## config.mk

```make
export PLATFORM = sky130hd
export DESIGN_NAME = divider_control
export DESIGN_NICKNAME = d
export VERILOG_FILES = /design/src/rtl/divider_control.sv
export SDC_FILE = /design/constraint.sdc
export NUM_CORES = 1
export LEC_CHECK = 0
export CAP_MARGIN = 10
export CORE_MARGIN = 10
export CORE_UTILIZATION = 40
export CTS_BUF_LIST = sky130_fd_sc_hd__clkbuf_4 sky130_fd_sc_hd__clkbuf_8
export DETAILED_ROUTE_END_ITERATION = 6
export DONT_BUFFER_PORTS = 1
export PLACE_DENSITY = 0.63
export SETUP_SLACK_MARGIN = 0.02
export SLEW_MARGIN = 10
export SYNTH_ARGS = -nofsm -noshare
export SYNTH_HDL_FRONTEND = slang
export SYNTH_SLANG_ARGS = --single-unit
```

## constraint.sdc

```tcl
create_clock -name clk -period 2.5 [get_ports clk]
set_input_delay 0.75 -clock clk [delete_from_list [all_inputs] [get_ports clk]]
set_output_delay 0.75 -clock clk [all_outputs]
set_load 0.01 [all_outputs]
```

## src/rtl/divider_control.sv

```systemverilog
// rtl/divider_control.sv - sequencer for the unsigned restoring divider
// Registered control outputs; only the DECIDE-cycle Remainder code and ALU select follow sign_flag.
module divider_control #(
  parameter int WIDTH = 32,
  parameter int CNT_W = 6
) (
  input  logic             clk,
  input  logic             rst,
  input  logic             start,
  input  logic             divisor_zero,
  input  logic             sign_flag,
  output logic [1:0]       w_ctrl_reg2,
  output logic             alu_sub,
  output logic             rem_we,
  output logic             divisor_we,
  output logic             busy,
  output logic             rdy,
  output logic             div_by_zero,
  output logic [CNT_W-1:0] iter_cnt
);

  typedef enum logic [2:0] {
    S_IDLE,
    S_LOAD,
    S_SUB,
    S_DECIDE,
    S_DONE
  } state_t;

  localparam logic [CNT_W-1:0] LAST_ITER = CNT_W'(WIDTH - 1);

  state_t           state_q;
  logic [1:0]       wctrl_q;
  logic             alu_sub_q;
  logic             rem_we_q;
  logic             divisor_we_q;
  logic             busy_q;
  logic             rdy_q;
  logic             dbz_q;
  logic [CNT_W-1:0] cnt_q;

  // Each branch sets the outputs that belong to the state being entered.
  always_ff @(posedge clk) begin
    if (!rst) begin
      state_q      <= S_IDLE;
      wctrl_q      <= 2'b00;
      alu_sub_q    <= 1'b0;
      rem_we_q     <= 1'b0;
      divisor_we_q <= 1'b0;
      busy_q       <= 1'b0;
      rdy_q        <= 1'b0;
      dbz_q        <= 1'b0;
      cnt_q        <= '0;
    end else begin
      wctrl_q      <= 2'b00;
      alu_sub_q    <= 1'b0;
      rem_we_q     <= 1'b0;
      divisor_we_q <= 1'b0;
      busy_q       <= 1'b0;
      rdy_q        <= 1'b0;
      case (state_q)
        S_IDLE: begin
          if (start) begin
            if (divisor_zero) begin
              state_q <= S_DONE;
              dbz_q   <= 1'b1;
              rdy_q   <= 1'b1;
            end else begin
              state_q      <= S_LOAD;
              dbz_q        <= 1'b0;
              cnt_q        <= '0;
              rem_we_q     <= 1'b1;
              divisor_we_q <= 1'b1;
              busy_q       <= 1'b1;
            end
          end
        end
        S_LOAD: begin
          state_q   <= S_SUB;
          cnt_q     <= '0;
          wctrl_q   <= 2'b01;
          alu_sub_q <= 1'b1;
          rem_we_q  <= 1'b1;
          busy_q    <= 1'b1;
        end
        S_SUB: begin
          state_q  <= S_DECIDE;
          rem_we_q <= 1'b1;
          busy_q   <= 1'b1;
        end
        S_DECIDE: begin
          cnt_q <= cnt_q + 1'b1;
          if (cnt_q == LAST_ITER) begin
            state_q <= S_DONE;
            rdy_q   <= 1'b1;
          end else begin
            state_q   <= S_SUB;
            wctrl_q   <= 2'b01;
            alu_sub_q <= 1'b1;
            rem_we_q  <= 1'b1;
            busy_q    <= 1'b1;
          end
        end
        S_DONE: begin
          state_q <= S_IDLE;
        end
        default: begin
          state_q <= S_IDLE;
        end
      endcase
    end
  end

  // DECIDE: sign 0 keeps the difference and shifts in 1, sign 1 restores and shifts in 0.
  assign w_ctrl_reg2 = (state_q == S_DECIDE) ? {1'b1, sign_flag} : wctrl_q;
  assign alu_sub     = (state_q == S_DECIDE) ? ~sign_flag : alu_sub_q;
  assign rem_we      = rem_we_q;
  assign divisor_we  = divisor_we_q;
  assign busy        = busy_q;
  assign rdy         = rdy_q;
  assign div_by_zero = dbz_q;
  assign iter_cnt    = cnt_q;

endmodule

```

==> impl_metrics.yaml <==
clocking:
  clk_pin_slew_ps: 80
  cts_tree: "built"
  cts_made_buffers: 3
  cts-resized-gates: 0
  holdBufCountCts: 0
  cts.sinks: 14
  clk_latency_ps: 280
  root_buffer: "clkbuf_4"
  cts_max_path_buffers: 2
  post_cts_buffers: 0
  htree_num_levels: 1
power_and_ir_drop:
  p_per_area_nw_per_um2: 671
  seq_power_share: 0.547
  p_clk_frac: 0.361
  p_switching_mw: 0.114
  power_mw: 0.455
  internal_power_mw: 0.342
  pwr-share-comb: 0.092
  p_leak_nw: 0.260
  swShare: 0.249
  peakVddDrop_uv: 236
status:
  status: "finished, final reports clean"
timing:
  layout_min_cycle_time_ps: 2300
  finClkSkew_ps: 1.64
  rsz0062_at_grt: "false"
  setup_viol: 0
  relSlewSlack: 0.773
  clock.fmax_mhz: 436
  hold_ws_ps: 542
  finalHoldViolations: 0
  setup_ws_ps: 204
  final_max_slew_viol_count: 0
  setup_tns_ps: 0
  tightest_slew_ps: 336
  fin_crit_sh: 0.918
layout:
  num_antenna_cells: 0
  nNetsFinal: 80
  fill_cells: 140
  area.growth.synth_to_final_pct: 9.72
  final_area_sq_um: 678
  drive_gt1_frac: 0.123
  final_cells: 89
  final_cell_mix: "dfxtp_1, nor2_1, a21oi_1"
  mostFrequentLayoutCell: "dfxtp_1"
  finalCoreUtilization: 0.455
routing:
  drt_iter0_drc: 10
  vias_per_cell: 5.35
  drtPass1Iterations: 4
  dr_total_vias: 476
  antenna_left: 0
  drt-wirelength-per-cell_microns: 14.4
  drt_wl_total_microns: 1280
  drc: 0
worst_setup_path:
  crit_required_ps: 1750
  crit_path_end_kind: "output port"
  cpMaxStageDelayCell: "dfxtp_1"
  crit_arrival_ps: 1550
  slowest_delay_ps: 460
  crit_type: "flop to output port"
  cp_max_fo: 8
  cp_cell_sequence: "nand2b_1 > nor2_1 > mux2_2"
  start_kind: "flop"
logic_synthesis:
  muxShareOfSynthArea: 0.0506
  synth_area_sq_um: 618
  syn_inst: 69
  synth_top_area_cell: "dfxtp_1"
  ys_ff_latch: 14
  ys_seq_area_frac: 0.453
  ys_top_cells_by_area: "dfxtp_1, nor2_1, xnor2_1, a21oi_1, mux2i_1"
  yosysTopAreaCellShare: 0.453
  synth-warning-count: 0
  yosysUniqueCellTypes: 26
  synth-simple-area-share: 0.285
  synth_top_family_by_area: "simple AND/OR/NAND/NOR gates"
  synth-xor-area-share: 0.0709
  synth_fa_ha_area_frac: 0.0202
  syn_area_per_cell_sq_um: 8.96
  synth-compound-area-share: 0.0951
  synthesis.nets: 75
floorplan:
  die_h_microns: 59.3
  die_x_microns: 59.3
  rows: 14
  core_sq_um: 1490
  die_area_sq_um: 3520
  initial_core_util: 0.415
  io-pin-count: 19
place:
  place_ws_ps: 504
  dpl-instance-area_sq_um: 642
  io_buffers: 0
  dp_cells: 85
  gp_congestion: 0.741
  post-dp-hpwl_microns: 959
global_route:
  antenna_found_initial: 0
  met2_usage: 0.0981
  grt_pass1_vias: 432
  top_usage_layer: "met2"
  grt_pass1_wl_microns: 2000
  grt_overflow: 0
  track_usage: 0.0760
  grt_use_met1: 0.0804
  grt_max_degree: 9
  use_met3: 0.0579
worst_hold_path:
  hp-class: "flop to flop"
job:
  max_cap_violations: 0
==> flip-flops by register name, indices dropped and copies added (netlist names) <==
register,count
wctrl_q,1
state_q,3
divisor_we,1
iter_cnt,6
div_by_zero,1
rdy,1
busy,1
==> path summary, 6_finish.rpt <==
| kind | startpoint | to | slack [ps] | cells after the start |
|---|---|---|---|---|
| setup / recovery | state_q[0]$_SDFFE_PN0P_ | w_ctrl_reg2[0] | 200 | 3 |
| hold / removal | state_q[0]$_SDFFE_PN0P_ | wctrl_q[0]$_SDFF_PN0_ | 540 | 2 |
| setup reg to reg | state_q[1]$_SDFFE_PN0P_ | iter_cnt[2]$_SDFFE_PN0P_ | 1020 | 4 |
| hold reg to reg | state_q[0]$_SDFFE_PN0P_ | wctrl_q[0]$_SDFF_PN0_ | 540 | 2 |
==> cells by family (layout without fill, tap and decap cells) <==
group,Yosys count,count (layout)
AND/OR/NAND/NOR,34,34
multiplexers,3,3
adder cells (fa/ha/maj),1,1
buffers and inverters,3,7
XOR/XNOR,5,5
flip-flops,14,14
AO/OA/AOI/OAI,9,9
==> routing by layer <==
metal / vias to the layer above / part of all wire / wire length [microns]
li1: 245 / - / -
met1: 209 / 0.44 / 559
met2: 20 / 0.41 / 524
met3: 2 / 0.14 / 181
met4: 0 / 0.012 / 16
met5: - / 0 / 0
==> cell usage after synthesis <==
library cell and n:
and2_1 1, xor2_1 1, inv_1 1, and2b_1 1, nor2b_1 3, a211oi_2 1
xnor2_1 4, a21oi_1 5, nor2_1 13, o31ai_1 1, nand3_1 4, and3_1 2
mux2_2 1, buf_4 1, dfxtp_1 14, nor4b_1 1, a21boi_0 1, or4b_4 1
clkbuf_1 1, nand2_1 3, ha_1 1, nand4_1 1, a31oi_1 1, nand2b_1 2
nor3_1 2, mux2i_1 2
==> area by class of cell <==
type | instances | area, sq um | area share
multi-input combinational | 52 | 323 | 0.476
sequential | 14 | 280 | 0.413
clock buffer | 4 | 36.3 | 0.0535
tap | 16 | 20.0 | 0.0295
timing repair buffer | 2 | 15.0 | 0.0221
inverter | 1 | 3.75 | 0.00554
==> power by group through the flow <==
stage               Sequential (mW)  Combinational, mW  Clock (mW)
finish                        0.249             0.0419       0.164
CTS                           0.249             0.0424       0.167
global route                  0.251             0.0474       0.179
global placement              0.254             0.0419           0
detailed placement            0.255             0.0420           0
floorplan                     0.249             0.0387           0
==> critical path: cells and delay by family (launching register included) <==
kind | cells | cell delay, ps
and+or+nand+nor | 2 | 410
DFF | 1 | 460
muxes | 1 | 390
Power figures use the tool's default switching activity.
